<file path="src/rtl/dma_cfg_master_pkg.sv">
// dma_pkg: register map, control bit positions and FSM encodings shared by the
// DMA configuration master, its timer and its bus interface.
package dma_pkg;

  // Byte offsets of the DMA register block
  localparam logic [31:0] REG_SRC   = 32'h00;
  localparam logic [31:0] REG_COUNT = 32'h04;
  localparam logic [31:0] REG_CTRL  = 32'h08;
  localparam logic [31:0] REG_DST   = 32'h0C;

  // Control word bit positions
  localparam int CTRL_EN  = 0;
  localparam int CTRL_DIR = 1;

  // Sequencer states; the RB_* states are only reachable with readback enabled
  typedef enum logic [3:0] {
    S_IDLE,
    S_WR_SRC,
    S_RB_SRC,
    S_WR_CNT,
    S_RB_CNT,
    S_WR_DST,
    S_RB_DST,
    S_WR_CTRL,
    S_RB_CTRL,
    S_POLL_GAP,
    S_POLL_RD,
    S_WR_ABORT,
    S_FIN
  } state_t;

  // Which completion pulse the FIN cycle produces
  typedef enum logic [1:0] {
    FIN_DONE,
    FIN_TIMEOUT,
    FIN_ERR
  } fin_t;

  // Control word that starts a transfer in the given direction
  function automatic logic [31:0] ctrl_word(input logic dir);
    logic [31:0] word;
    word           = '0;
    word[CTRL_EN]  = 1'b1;
    word[CTRL_DIR] = dir;
    return word;
  endfunction

endpackage

</file>
<file path="src/rtl/dma_cfg_master_if.sv">
// dma_cfg_master_if: descriptor handshake, CPU register bus and status pulses
// of the DMA configuration master. The master modport is the sequencer's view;
// the slave modport is the view of the descriptor source plus register block.
interface dma_cfg_master_if;
  import dma_pkg::*;

  logic        desc_valid;
  logic        desc_ready;
  logic [31:0] desc_src;
  logic [31:0] desc_dst;
  logic [31:0] desc_count;
  logic        desc_dir;
  logic        desc_wait;

  logic        cpu_wr_en;
  logic        cpu_rd_en;
  logic [31:0] cpu_addr;
  logic [31:0] cpu_wr_data;
  logic [31:0] cpu_rd_data;

  logic        busy;
  logic        done;
  logic        timeout;
  logic        err;

  modport master (
    input  desc_valid, desc_src, desc_dst, desc_count, desc_dir, desc_wait,
    input  cpu_rd_data,
    output desc_ready, cpu_wr_en, cpu_rd_en, cpu_addr, cpu_wr_data,
    output busy, done, timeout, err
  );

  modport slave (
    output desc_valid, desc_src, desc_dst, desc_count, desc_dir, desc_wait,
    output cpu_rd_data,
    input  desc_ready, cpu_wr_en, cpu_rd_en, cpu_addr, cpu_wr_data,
    input  busy, done, timeout, err
  );

endinterface

</file>
<file path="src/rtl/dma_cfg_master_timer.sv">
// dma_cfg_timer: loadable down-counter that saturates at zero. Used both for
// the idle gap between status reads and for the overall polling timeout.
module dma_cfg_timer
  import dma_pkg::*;
#(
  parameter int WIDTH = 32
) (
  input  logic             clk,
  input  logic             reset,
  input  logic             load,
  input  logic [WIDTH-1:0] load_value,
  input  logic             enable,
  output logic             expired
);

  logic [WIDTH-1:0] count;

  // Load takes priority; otherwise count down while enabled, stopping at zero
  always_ff @(posedge clk or negedge reset) begin
    if (!reset) begin
      count <= '0;
    end else if (load) begin
      count <= load_value;
    end else if (enable && (count != '0)) begin
      count <= count - WIDTH'(1);
    end
  end

  assign expired = (count == '0);

endmodule

</file>
<file path="src/rtl/dma_cfg_master.sv">
// dma_cfg_master: takes one DMA descriptor per handshake, programs source,
// count and destination, then the control word to start the transfer, and
// optionally polls the status word until done or timeout.
// Build option DMA_CFG_READBACK_EN: every register write is followed by a
// read of the same address; a mismatch ends the sequence with an err pulse.
module dma_cfg_master
  import dma_pkg::*;
#(
  parameter logic [31:0] STATUS_ADDR  = 32'h10,
  parameter int          DONE_BIT     = 0,
  parameter int          POLL_GAP     = 4,
  parameter int          POLL_TIMEOUT = 1024
) (
  input logic              clk,
  input logic              reset,
  dma_cfg_master_if.master bus
);

  state_t      state, next_state, post_ctrl;
  fin_t        fin_kind, next_fin;
  logic [31:0] src_q, cnt_q, dst_q;
  logic        dir_q, wait_q;
  logic        in_poll, gap_expired, tmo_expired;

  logic        wr_en_n, rd_en_n;
  logic [31:0] addr_n, wdata_n;
  logic        wr_en_q, rd_en_q, ready_q, busy_q, done_q, timeout_q;
  logic [31:0] addr_q, wdata_q;

  assign in_poll   = (state == S_POLL_GAP) || (state == S_POLL_RD);
  assign post_ctrl = wait_q ? S_POLL_GAP : S_FIN;

  dma_cfg_timer #(.WIDTH(32)) u_gap_timer (
    .clk        (clk),
    .reset      (reset),
    .load       (state != S_POLL_GAP),
    .load_value (32'(POLL_GAP - 1)),
    .enable     (state == S_POLL_GAP),
    .expired    (gap_expired)
  );

  dma_cfg_timer #(.WIDTH(32)) u_tmo_timer (
    .clk        (clk),
    .reset      (reset),
    .load       (!in_poll),
    .load_value (32'(POLL_TIMEOUT - 1)),
    .enable     (in_poll),
    .expired    (tmo_expired)
  );

  // Next-state logic; next_fin records which pulse the coming FIN cycle gives
  always_comb begin
    next_state = state;
    next_fin   = fin_kind;
    unique case (state)
      S_IDLE: begin
        if (bus.desc_valid) begin
          if (bus.desc_count == '0) begin
            next_state = S_FIN;
            next_fin   = FIN_DONE;
          end else begin
            next_state = S_WR_SRC;
          end
        end
      end
`ifdef DMA_CFG_READBACK_EN
      S_WR_SRC: next_state = S_RB_SRC;
      S_RB_SRC: begin
        if (bus.cpu_rd_data != src_q) begin
          next_state = S_FIN;
          next_fin   = FIN_ERR;
        end else begin
          next_state = S_WR_CNT;
        end
      end
      S_WR_CNT: next_state = S_RB_CNT;
      S_RB_CNT: begin
        if (bus.cpu_rd_data != cnt_q) begin
          next_state = S_FIN;
          next_fin   = FIN_ERR;
        end else begin
          next_state = S_WR_DST;
        end
      end
      S_WR_DST: next_state = S_RB_DST;
      S_RB_DST: begin
        if (bus.cpu_rd_data != dst_q) begin
          next_state = S_FIN;
          next_fin   = FIN_ERR;
        end else begin
          next_state = S_WR_CTRL;
        end
      end
      S_WR_CTRL: next_state = S_RB_CTRL;
      S_RB_CTRL: begin
        if (bus.cpu_rd_data[CTRL_DIR] != dir_q) begin
          next_state = S_WR_ABORT;
          next_fin   = FIN_ERR;
        end else begin
          next_state = post_ctrl;
          next_fin   = FIN_DONE;
        end
      end
`else
      S_WR_SRC: next_state = S_WR_CNT;
      S_WR_CNT: next_state = S_WR_DST;
      S_WR_DST: next_state = S_WR_CTRL;
      S_WR_CTRL: begin
        next_state = post_ctrl;
        next_fin   = FIN_DONE;
      end
`endif
      S_POLL_GAP: begin
        if (tmo_expired) begin
          next_state = S_WR_ABORT;
          next_fin   = FIN_TIMEOUT;
        end else if (gap_expired) begin
          next_state = S_POLL_RD;
        end
      end
      S_POLL_RD: begin
        if (bus.cpu_rd_data[DONE_BIT]) begin
          next_state = S_FIN;
          next_fin   = FIN_DONE;
        end else if (tmo_expired) begin
          next_state = S_WR_ABORT;
          next_fin   = FIN_TIMEOUT;
        end else begin
          next_state = S_POLL_GAP;
        end
      end
      S_WR_ABORT: next_state = S_FIN;
      S_FIN:      next_state = S_IDLE;
      default:    next_state = S_IDLE;
    endcase
  end

  // Bus operation for the upcoming state; WR_SRC is only entered from IDLE,
  // so its data comes straight from the descriptor being accepted
  always_comb begin
    wr_en_n = 1'b0;
    rd_en_n = 1'b0;
    addr_n  = '0;
    wdata_n = '0;
    unique case (next_state)
      S_WR_SRC:   begin wr_en_n = 1'b1; addr_n = REG_SRC;   wdata_n = bus.desc_src;      end
      S_RB_SRC:   begin rd_en_n = 1'b1; addr_n = REG_SRC;                                end
      S_WR_CNT:   begin wr_en_n = 1'b1; addr_n = REG_COUNT; wdata_n = cnt_q;             end
      S_RB_CNT:   begin rd_en_n = 1'b1; addr_n = REG_COUNT;                              end
      S_WR_DST:   begin wr_en_n = 1'b1; addr_n = REG_DST;   wdata_n = dst_q;             end
      S_RB_DST:   begin rd_en_n = 1'b1; addr_n = REG_DST;                                end
      S_WR_CTRL:  begin wr_en_n = 1'b1; addr_n = REG_CTRL;  wdata_n = ctrl_word(dir_q);  end
      S_RB_CTRL:  begin rd_en_n = 1'b1; addr_n = REG_CTRL;                               end
      S_POLL_RD:  begin rd_en_n = 1'b1; addr_n = STATUS_ADDR;                            end
      S_WR_ABORT: begin wr_en_n = 1'b1; addr_n = REG_CTRL;  wdata_n = '0;                end
      default: ;
    endcase
  end

  // State register plus registered bus and status outputs
  always_ff @(posedge clk or negedge reset) begin
    if (!reset) begin
      state     <= S_IDLE;
      fin_kind  <= FIN_DONE;
      wr_en_q   <= 1'b0;
      rd_en_q   <= 1'b0;
      addr_q    <= '0;
      wdata_q   <= '0;
      ready_q   <= 1'b1;
      busy_q    <= 1'b0;
      done_q    <= 1'b0;
      timeout_q <= 1'b0;
    end else begin
      state     <= next_state;
      fin_kind  <= next_fin;
      wr_en_q   <= wr_en_n;
      rd_en_q   <= rd_en_n;
      addr_q    <= addr_n;
      wdata_q   <= wdata_n;
      ready_q   <= (next_state == S_IDLE);
      busy_q    <= (next_state != S_IDLE);
      done_q    <= (next_state == S_FIN) && (next_fin == FIN_DONE);
      timeout_q <= (next_state == S_FIN) && (next_fin == FIN_TIMEOUT);
    end
  end

  // Descriptor capture at the accepting edge; later inputs are ignored
  always_ff @(posedge clk or negedge reset) begin
    if (!reset) begin
      src_q  <= '0;
      cnt_q  <= '0;
      dst_q  <= '0;
      dir_q  <= 1'b0;
      wait_q <= 1'b0;
    end else if ((state == S_IDLE) && bus.desc_valid) begin
      src_q  <= bus.desc_src;
      cnt_q  <= bus.desc_count;
      dst_q  <= bus.desc_dst;
      dir_q  <= bus.desc_dir;
      wait_q <= bus.desc_wait;
    end
  end

`ifdef DMA_CFG_READBACK_EN
  logic err_q;

  // Readback mismatch pulse, aligned with the FIN cycle
  always_ff @(posedge clk or negedge reset) begin
    if (!reset) begin
      err_q <= 1'b0;
    end else begin
      err_q <= (next_state == S_FIN) && (next_fin == FIN_ERR);
    end
  end

  assign bus.err = err_q;
`else
  assign bus.err = 1'b0;
`endif

  assign bus.cpu_wr_en   = wr_en_q;
  assign bus.cpu_rd_en   = rd_en_q;
  assign bus.cpu_addr    = addr_q;
  assign bus.cpu_wr_data = wdata_q;
  assign bus.desc_ready  = ready_q;
  assign bus.done        = done_q;
  assign bus.timeout     = timeout_q;
  // busy already covers the accepting cycle itself, but never while in reset
  assign bus.busy        = busy_q | (ready_q & bus.desc_valid & reset);

endmodule

</file>
<file path="src/flat_wrapper.sv">
// flat-port wrapper written by rule: the top's interface ports become plain ports
module dma_cfg_master_flat import dma_pkg::*;
#(
  parameter logic [31:0] STATUS_ADDR  = 32'h10,
  parameter int          DONE_BIT     = 0,
  parameter int          POLL_GAP     = 4,
  parameter int          POLL_TIMEOUT = 1024
)
  (clk, reset, bus_desc_valid, bus_desc_src, bus_desc_dst, bus_desc_count, bus_desc_dir, bus_desc_wait, bus_cpu_rd_data, bus_desc_ready, bus_cpu_wr_en, bus_cpu_rd_en, bus_cpu_addr, bus_cpu_wr_data, bus_busy, bus_done, bus_timeout, bus_err);
  dma_cfg_master_if bus_i ();
  input logic clk;
  input logic reset;
  input wire logic [$bits(bus_i.desc_valid)-1:0] bus_desc_valid;
  input wire logic [$bits(bus_i.desc_src)-1:0] bus_desc_src;
  input wire logic [$bits(bus_i.desc_dst)-1:0] bus_desc_dst;
  input wire logic [$bits(bus_i.desc_count)-1:0] bus_desc_count;
  input wire logic [$bits(bus_i.desc_dir)-1:0] bus_desc_dir;
  input wire logic [$bits(bus_i.desc_wait)-1:0] bus_desc_wait;
  input wire logic [$bits(bus_i.cpu_rd_data)-1:0] bus_cpu_rd_data;
  output wire logic [$bits(bus_i.desc_ready)-1:0] bus_desc_ready;
  output wire logic [$bits(bus_i.cpu_wr_en)-1:0] bus_cpu_wr_en;
  output wire logic [$bits(bus_i.cpu_rd_en)-1:0] bus_cpu_rd_en;
  output wire logic [$bits(bus_i.cpu_addr)-1:0] bus_cpu_addr;
  output wire logic [$bits(bus_i.cpu_wr_data)-1:0] bus_cpu_wr_data;
  output wire logic [$bits(bus_i.busy)-1:0] bus_busy;
  output wire logic [$bits(bus_i.done)-1:0] bus_done;
  output wire logic [$bits(bus_i.timeout)-1:0] bus_timeout;
  output wire logic [$bits(bus_i.err)-1:0] bus_err;
  assign bus_i.desc_valid = bus_desc_valid;
  assign bus_i.desc_src = bus_desc_src;
  assign bus_i.desc_dst = bus_desc_dst;
  assign bus_i.desc_count = bus_desc_count;
  assign bus_i.desc_dir = bus_desc_dir;
  assign bus_i.desc_wait = bus_desc_wait;
  assign bus_i.cpu_rd_data = bus_cpu_rd_data;
  assign bus_desc_ready = bus_i.desc_ready;
  assign bus_cpu_wr_en = bus_i.cpu_wr_en;
  assign bus_cpu_rd_en = bus_i.cpu_rd_en;
  assign bus_cpu_addr = bus_i.cpu_addr;
  assign bus_cpu_wr_data = bus_i.cpu_wr_data;
  assign bus_busy = bus_i.busy;
  assign bus_done = bus_i.done;
  assign bus_timeout = bus_i.timeout;
  assign bus_err = bus_i.err;
  dma_cfg_master #(.STATUS_ADDR(STATUS_ADDR), .DONE_BIT(DONE_BIT), .POLL_GAP(POLL_GAP), .POLL_TIMEOUT(POLL_TIMEOUT)) u_core (.clk(clk), .reset(reset), .bus(bus_i));
endmodule
</file>
<file path="config.mk">
export PLATFORM = sky130hd
export DESIGN_NAME = dma_cfg_master_flat
export DESIGN_NICKNAME = d
export VERILOG_FILES = /design/src/rtl/dma_cfg_master_pkg.sv /design/src/rtl/dma_cfg_master_if.sv /design/src/rtl/dma_cfg_master_timer.sv /design/src/rtl/dma_cfg_master.sv /design/src/flat_wrapper.sv
export SDC_FILE = /design/constraint.sdc
export NUM_CORES = 1
export LEC_CHECK = 0
export CAP_MARGIN = 10
export CORE_MARGIN = 2
export CORE_UTILIZATION = 50
export DETAILED_ROUTE_END_ITERATION = 6
export GPL_ROUTABILITY_DRIVEN = 0
export PLACE_DENSITY = 0.91
export REMOVE_ABC_BUFFERS = 1
export SYNTH_ARGS = -nofsm -noshare
export SYNTH_HDL_FRONTEND = slang
export SYNTH_SLANG_ARGS = --single-unit
</file>
<file path="constraint.sdc">
create_clock -name clk -period 3.4 [get_ports clk]
set_clock_uncertainty 0.05 [all_clocks]
set_input_delay 0.51 -clock clk [delete_from_list [all_inputs] [get_ports clk]]
set_output_delay 0.51 -clock clk [all_outputs]
set_load 0.05 [all_outputs]
</file>
==> key figures, run 1 <==
Floorplanning
  • Floorplan core area: 0.01647 sq mm
  • Total number of placement rows: 47
  • Die span in x: 133.4 um
  • Vertical die dimension: 133.4 um
  • Boundary pin count: 204
  • Starting Density: 50.85%
  • Total die area: 0.01780 sq mm

Setup path
  • Crit path kind: flop to flop
  • Cell class contributing the biggest share of worst-path delay: simple AND/OR/NAND/NOR gates
  • Critical path origin: u_core.u_gap_timer.count[8]
  • Cell-by-cell listing of the critical path: or4_1 -> or4_4 -> or4_4 -> or4_1 -> a21oi_1
  • Max stage delay on crit path: 0.69 ns
  • Worst flop-to-flop path endpoint: u_core.u_gap_timer.count[18]
  • Reg2Reg Launch Point: u_core.u_gap_timer.count[8]
  • Critical Path Start Type: flop
  • Signal arrival time at the worst endpoint: 3.15 ns
  • Register-to-Register Setup Slack: 0.56 ns
  • Req. time, crit path: 3.71 ns
  • Buffers plus inverters on the worst setup path: 0
  • Cell with the largest stage delay on the worst path: sky130_fd_sc_hd__or4_1
  • CP Capture Type: flop
  • Depth of the worst register-to-register path: 5
  • Largest fanout of any net on the critical path: 8

Timing
  • Number of hold violations in the final report: 0
  • Number of setup violations in the final report: 0
  • Worst max-slew margin expressed relative to the limit: 38.38%
  • Worst slew pin tran: 0.9243 ns
  • Number of pins exceeding their max-slew limit in the final report: 0
  • Period minus WS final: 2.839 ns
  • Highest Clock Rate: 0.3522 GHz
  • Fin crit share: 83.50%
  • RSZ-0062 raised after global routing: false

Hold path
  • Worst min path class: input pin to async pin

Drt
  • Number of search-and-repair iterations in the first detailed-routing pass: 5
  • Number of vias after detailed routing: 6861
  • Average via count per standard cell: 5.971
  • Average detailed-routed wire length per instance: 18.36 um
  • Antenna-violating nets left: 0
  • Detailed Route Iter0 Violations: 632
  • Drt drc: 0
  • Total Wirelength: 21090 um

Clock network
  • Worst-Skew Late Latency: 0.43 ns
  • Buffer depth of the longest clock path: 2
  • CTS buffer count: 17
  • Clock-pin slew reported for the worst setup and hold paths after clock tree synthesis: 0.07 ns
  • Clock tree sinks: 177
  • Clock tree from TritonCTS: built
  • Root Buffer: sky130_fd_sc_hd__clkbuf_16
  • H-Tree Depth: 4
  • Count of instances resized after the clock tree is built: 0
  • Post-CTS Repair Setup Buffers: 0
  • Count of hold buffers inserted by post-cts repair: 0

Global routing
  • Global-route wire length before repair: 34760 um
  • Antenna violations before repair: 0
  • Aggregate global-route resource usage: 24.41%
  • Grt total ovfl: 0
  • Number of global-route vias before repair: 7000
  • Maximum number of pins on one net before global-route repair: 178

Yosys
  • Number of flops mapped to enable cells by yosys: 0
  • Cell type contributing the most total cell area after synthesis: sky130_fd_sc_hd__dfrtp_1
  • Yosys top cell area share: 52.60%
  • Main synth FF type: sky130_fd_sc_hd__dfrtp_1
  • Cell with the most instances after synthesis: sky130_fd_sc_hd__dfrtp_1
  • Count of cell types in the netlist: 59
  • Syn Area/Cell: 10.73 sq um
  • Number of warning messages in the yosys log: 0
  • Total standard cell area after synthesis: 0.008373 sq mm
  • Part of the Yosys area used for sequential elements: 52.91%
  • Cell types with the largest area share after synthesis: sky130_fd_sc_hd__dfrtp_1, sky130_fd_sc_hd__mux2_2, sky130_fd_sc_hd__o21ai_0
  • Synth Instances: 780
  • Leading post-synthesis cells by instance count: sky130_fd_sc_hd__dfrtp_1, sky130_fd_sc_hd__mux2_2, sky130_fd_sc_hd__o21ai_0
  • Async set-reset flop share out of synthesis: 100.0%
  • Count of state elements after synthesis: 177

Finish
  • Area of combinational cells with multiple inputs: 0.003546 sq mm
  • N_diodes: 0
  • Filler Cells Inserted: 1150
  • Proportion of layout cells with a drive suffix above 1: 14.32%
  • Finished Core Util: 63.97%
  • Area added between synthesis and finish: 25.79%
  • Cell Count, Final, Fillers Out: 1149
  • Sequential Area: 0.004431 sq mm
  • Total Nets Final: 1051
  • Summed area of non-filler cells in the final layout: 0.01053 sq mm

Power and ir drop
  • Overall power: 7563 uW
  • IR drop worst, VDD: 0.5511 mV
  • Power density over the cells: 718.0 mW/mm^2
  • Switching part of the total power: 37.66%
  • Reg power frac: 40.8%
  • Leakage power total: 0.004447 uW
  • Internal power: 4714 uW
  • Part of the power in the clock network: 25.7%
  • Proportion of power drawn by combinational gates: 33.5%
  • Switch Pwr: 2848 uW

Placement
  • Number of buffer cells added on primary ports: 142
  • Post-placement cell area: 0.009943 sq mm
  • Dpl hpwl: 13770 um
  • Count of placed standard cells including taps: 1117

Run
  • Maximum capacitance violations: 0

Run status
  • Run status: finished clean
through the flow:
stage	TNS [ns]	hold slack (ns)	setup slack, ns
2_1_floorplan	-1.190	0.1644	-0.4827
3_3_place_gp	0	0.4027	0.5731
3_5_place_dp	0	0.4053	0.4149
4_1_cts	0	0.2530	0.5883
5_1_grt	0	0.2515	0.4924
6_report	0	0.1985	0.5611
sequential cells by signal, indices dropped and copies added (netlist names), 2 cells and up:
name,count
u_core.state,4
u_core.u_gap_timer.count,32
u_core.fin_kind,2
u_core.cnt_q,32
u_core.bus.cpu_wr_data,32
u_core.dst_q,32
u_core.bus.cpu_addr,3
u_core.u_tmo_timer.count,32
routing by layer:
| layer | vias up | part of all wire, % | wire [um] | global-route usage, % |
|---|---|---|---|---|
| met5 | - | 0 | 0 | 0 |
| met4 | 0 | 2.7 | 575 | 9.634 |
| met3 | 55 | 8.2 | 1731 | 7.801 |
| met2 | 295 | 50 | 10530 | 40.92 |
| met1 | 3409 | 39 | 8257 | 29.41 |
| li1 | 3102 | - | - | - |
layout make-up:
type / instances / share of cell area [%]
clock buffers: 17 / 4.039
clock inverters: 15 / 1.556
inverters: 43 / 1.532
multi-input cells: 524 / 33.67
flip-flops and latches: 177 / 42.06
well taps: 220 / 2.613
repair buffers: 153 / 14.53
layout by cell type (no fill, tap or decap), types with 12 or more instances in the layout:
cell type,n
sky130_fd_sc_hd__nand3_1,12
sky130_fd_sc_hd__dfrtp_1,176
sky130_fd_sc_hd__or3_1,20
sky130_fd_sc_hd__nand2_1,35
sky130_fd_sc_hd__clkdlybuf4s50_1,141
sky130_fd_sc_hd__a22oi_1,31
sky130_fd_sc_hd__o21ai_0,52
sky130_fd_sc_hd__conb_1,30
sky130_fd_sc_hd__mux2_2,67
sky130_fd_sc_hd__inv_1,43
sky130_fd_sc_hd__clkbuf_16,17
sky130_fd_sc_hd__nand4_1,12
sky130_fd_sc_hd__o31ai_1,23
sky130_fd_sc_hd__a21oi_1,44
sky130_fd_sc_hd__or4_1,25
sky130_fd_sc_hd__nor4_1,25
sky130_fd_sc_hd__nor2_1,32
worst max path at each step:
| stage | endpoint | cells after the start |
|---|---|---|
| after floorplan | u_core.busy_q | 5 |
| after global placement | u_core.busy_q | 6 |
| after detailed placement | u_core.busy_q | 6 |
| after CTS | u_core.u_gap_timer.count[18] | 5 |
| after global routing | u_core.u_gap_timer.count[18] | 5 |
| final | u_core.u_gap_timer.count[18] | 5 |
cells by family after synthesis:
kind of cell               after synthesis  share of synthesized area, %
DFF                                    177                         52.91
xor gates and xnor gates                11                         1.151
AOI/OAI and AO/OA                      184                         13.97
adders and majority gates                2                        0.2988
buffers and inverters                  108                         6.231
muxes                                   72                         9.608
other                                    1                       0.04479
and+or+nand+nor                        225                         15.78
power by group through the flow:
| stage | clock network (uW) | logic, uW | registers [uW] |
|---|---|---|---|
| 2_1_floorplan | 0 | 1160 | 3480 |
| 5_1_grt | 2060 | 2690 | 3140 |
| 3_5_place_dp | 0 | 2470 | 3080 |
| 3_3_place_gp | 0 | 2380 | 3040 |
| 6_report | 1950 | 2530 | 3080 |
| 4_1_cts | 1960 | 2530 | 3070 |
Note: power is estimated with default switching activity, not from simulation.
==> run 2: changes to the inputs <==
--- a/config.mk
+++ b/config.mk
@@ -7,10 +7,10 @@
 export LEC_CHECK = 0
 export CAP_MARGIN = 10
 export CORE_MARGIN = 2
-export CORE_UTILIZATION = 50
+export CORE_UTILIZATION = 45
 export DETAILED_ROUTE_END_ITERATION = 6
 export GPL_ROUTABILITY_DRIVEN = 0
-export PLACE_DENSITY = 0.91
+export PLACE_DENSITY = 0.87
 export REMOVE_ABC_BUFFERS = 1
 export SYNTH_ARGS = -nofsm -noshare
 export SYNTH_HDL_FRONTEND = slang
==> constraint.sdc (replaced) <==
create_clock -name clk -period 2.3 [get_ports clk]
set_clock_uncertainty 0.05 [all_clocks]
set_input_delay 0.345 -clock clk [delete_from_list [all_inputs] [get_ports clk]]
set_output_delay 0.345 -clock clk [all_outputs]
set_load 0.05 [all_outputs]
==> run 2 against run 1 <==
Effect of this change: the flow now finishes with violations (hold timing, setup timing); first-iteration DRC count increased by 4.6%; global-route usage about the same; clock-buffer cell count increased by 2; register-to-register slack worse by 0.80 ns; clock power is 42% higher; total power up 51%; non-clock buffer count up 92; combinational power rose by 64%; core utilization grew 0.067 points; worst setup slack lost 0.80 ns; critical path depth did not move; flip-flop and latch count is the same; critical endpoint unchanged; largest cell class unchanged; largest power group unchanged.
==> key figures, run 2 (synthesis gave the netlist of run 1 again) <==
Run status
  • Run status: finished, violations left (was finished clean)
  • Failing checks: hold timing, setup timing

Finish
  • Total Nets Final: 1143 (was 1051)
  • Finished Core Util: 64.03% (was 63.97%)
  • Summed area of non-filler cells in the final layout: 0.01158 sq mm (was 0.01053 sq mm)
  • Commonest cells after routing, fill and taps aside: sky130_fd_sc_hd__dfrtp_1, sky130_fd_sc_hd__clkdlybuf4s50_1, sky130_fd_sc_hd__buf_4 (was sky130_fd_sc_hd__dfrtp_1, sky130_fd_sc_hd__clkdlybuf4s50_1, sky130_fd_sc_hd__mux2_2)
  • Proportion of layout cells with a drive suffix above 1: 26.93% (was 14.32%)
  • N_diodes: 0 (unchanged)
  • Most common library cell in the layout ignoring fill and taps: sky130_fd_sc_hd__dfrtp_1 (unchanged)
  • Area added between synthesis and finish: 38.31% (was 25.79%)
  • Filler Cells Inserted: 1175 (was 1150)

Power and ir drop
  • Leakage power total: 0.004942 uW (was 0.004447 uW)
  • Power density over the cells: 984.3 mW/mm^2 (was 718.0 mW/mm^2)
  • IR drop worst, VDD: 0.8001 mV (was 0.5511 mV)
  • Overall power: 11400 uW (was 7563 uW)

Timing
  • Number of setup violations in the final report: 11 (was 0)
  • Fin crit share: 110.4% (was 83.50%)
  • RSZ-0062 raised after global routing: true (was false)
  • Worst slew pin tran: 0.9923 ns (was 0.9243 ns)
  • Number of pins exceeding their max-slew limit in the final report: 0 (unchanged)
  • Sum of negative setup slack: -1.097 ns (was 0 ns)
  • Worst max-slew margin expressed relative to the limit: 33.84% (was 38.38%)
  • Highest Clock Rate: 0.3939 GHz (was 0.3522 GHz)
  • Hold WS: -0.05481 ns (was 0.1985 ns)
  • Number of hold violations in the final report: 10 (was 0)
  • Slack of the critical path: -0.2388 ns (was 0.5611 ns)
  • Period minus WS final: 2.539 ns (was 2.839 ns)

Floorplanning
  • Total number of placement rows: 49 (was 47)
  • Total die area: 0.01971 sq mm (was 0.01780 sq mm)
  • Floorplan core area: 0.01809 sq mm (was 0.01647 sq mm)
  • Die span in x: 140.4 um (was 133.4 um)
  • Starting Density: 46.30% (was 50.85%)
  • Boundary pin count: 204 (unchanged)
  • Vertical die dimension: 140.4 um (was 133.4 um)

Placement
  • Dpl hpwl: 15280 um (was 13770 um)
  • Number of buffer cells added on primary ports: 142 (unchanged)
  • Post-placement cell area: 0.01056 sq mm (was 0.009943 sq mm)
  • Worst setup slack before clock tree synthesis: -0.2458 ns (was 0.4149 ns)

Setup path
  • Largest fanout of any net on the critical path: 2 (was 8)
  • Critical Path Start Type: flop (unchanged)
  • CP Capture Type: flop (unchanged)
  • Req. time, crit path: 2.63 ns (was 3.71 ns)
  • Signal arrival time at the worst endpoint: 2.86 ns (was 3.15 ns)
  • Crit path kind: flop to flop (unchanged)
  • Depth of the worst register-to-register path: 5 (unchanged)

Clock network
  • Clock-pin slew reported for the worst setup and hold paths after clock tree synthesis: 0.07 ns (about the same)
  • Clock tree from TritonCTS: built (unchanged)
  • H-Tree Depth: 4 (unchanged)
  • Clock tree sinks: 177 (unchanged)
  • Count of hold buffers inserted by post-cts repair: 0 (unchanged)
  • Root Buffer: sky130_fd_sc_hd__clkbuf_16 (unchanged)
  • Buffer depth of the longest clock path: 2 (unchanged)
  • CTS buffer count: 17 (unchanged)
  • Worst-Skew Late Latency: 0.44 ns (was 0.43 ns)

Global routing
  • Aggregate global-route resource usage: 24.44% (was 24.41%)
  • Antenna violations before repair: 0 (unchanged)
  • Global-route wire length before repair: 38280 um (was 34760 um)
  • Maximum number of pins on one net before global-route repair: 178 (unchanged)
  • Grt total ovfl: 0 (unchanged)
  • Number of global-route vias before repair: 7410 (was 7000)

Drt
  • Average detailed-routed wire length per instance: 19.61 um (was 18.36 um)
  • Number of vias after detailed routing: 7395 (was 6861)
  • Detailed Route Iter0 Violations: 661 (was 632)
  • Number of search-and-repair iterations in the first detailed-routing pass: 5 (unchanged)
  • Drt drc: 0 (unchanged)
  • Total Wirelength: 24510 um (was 21090 um)
  • Average via count per standard cell: 5.916 (was 5.971)
  • Antenna-violating nets left: 0 (unchanged)

Hold path
  • Worst min path class: input pin to async pin (unchanged)

Run
  • Maximum capacitance violations: 0 (unchanged)
[run 2: path summary, 6_finish.rpt]
path	endpoint	from	slack [ns]
worst max-delay path	u_core.u_gap_timer.count[18]	u_core.u_gap_timer.count[8]	-0.24
worst min-delay path	u_core.u_gap_timer.count[5]	reset	-0.05
worst max register to register	u_core.u_gap_timer.count[18]	u_core.u_gap_timer.count[8]	-0.24
worst min register to register	u_core.bus.timeout	u_core.fin_kind[1]	0.43
max in group asynchronous	u_core.state[1]	reset	1.46
min in group clk	u_core.bus.cpu_wr_data[13]	bus_desc_src[13]	0.42
[run 2: metrics by stage]
stage | cells | hold WS [ns]
6_report | 1250 | -0.05481
2_1_floorplan | 744 | -0.0005911
3_3_place_gp | 1203 | 0.4064
3_5_place_dp | 1203 | 0.3933
5_1_grt | 1250 | 0.05553
4_1_cts | 1244 | 0.09300
[run 2: area by class of cell]
cell class | instances | area (sq um) | share of cell area, %
sequential | 177 | 4431 | 38.26
multi-input combinational | 524 | 3870 | 33.42
timing repair buffer | 245 | 2285 | 19.73
clock buffer | 19 | 432.9 | 3.738
tap | 229 | 286.5 | 2.474
inverter | 43 | 161.4 | 1.394
clock inverter | 13 | 115.1 | 0.9939
[run 2: report_power, final]
part / internal [uW] / switching, uW
clock: 1430 / 1350
sequential: 3980 / 503
combinational: 1730 / 2410
[run 2: critical path, cell delays in order (launching register included)]
cell	delay [ns]
sky130_fd_sc_hd__dfrtp_1	0.38
sky130_fd_sc_hd__or4_4	0.54
sky130_fd_sc_hd__or4_4	0.44
sky130_fd_sc_hd__or4_4	0.44
sky130_fd_sc_hd__or4_4	0.50
sky130_fd_sc_hd__a21oi_2	0.12
[run 2: timing repair]
action	CTS	global route
resized for setup	26	54
endpoints found under the setup margin	18	60
pin swaps	16	23
cloned	0	0
setup buffers	9	8
[run 2: per-layer routing]
layer / part of all wire [%] / track usage [%] / routed length (um) / vias up
met5: 0 / 0 / 0 / -
met4: 3.8 / 10.47 / 929 / 0
met3: 7.9 / 7.385 / 1931 / 78
met2: 51 / 41.23 / 12590 / 347
met1: 37 / 29.14 / 9057 / 3686
li1: - / - / - / 3284
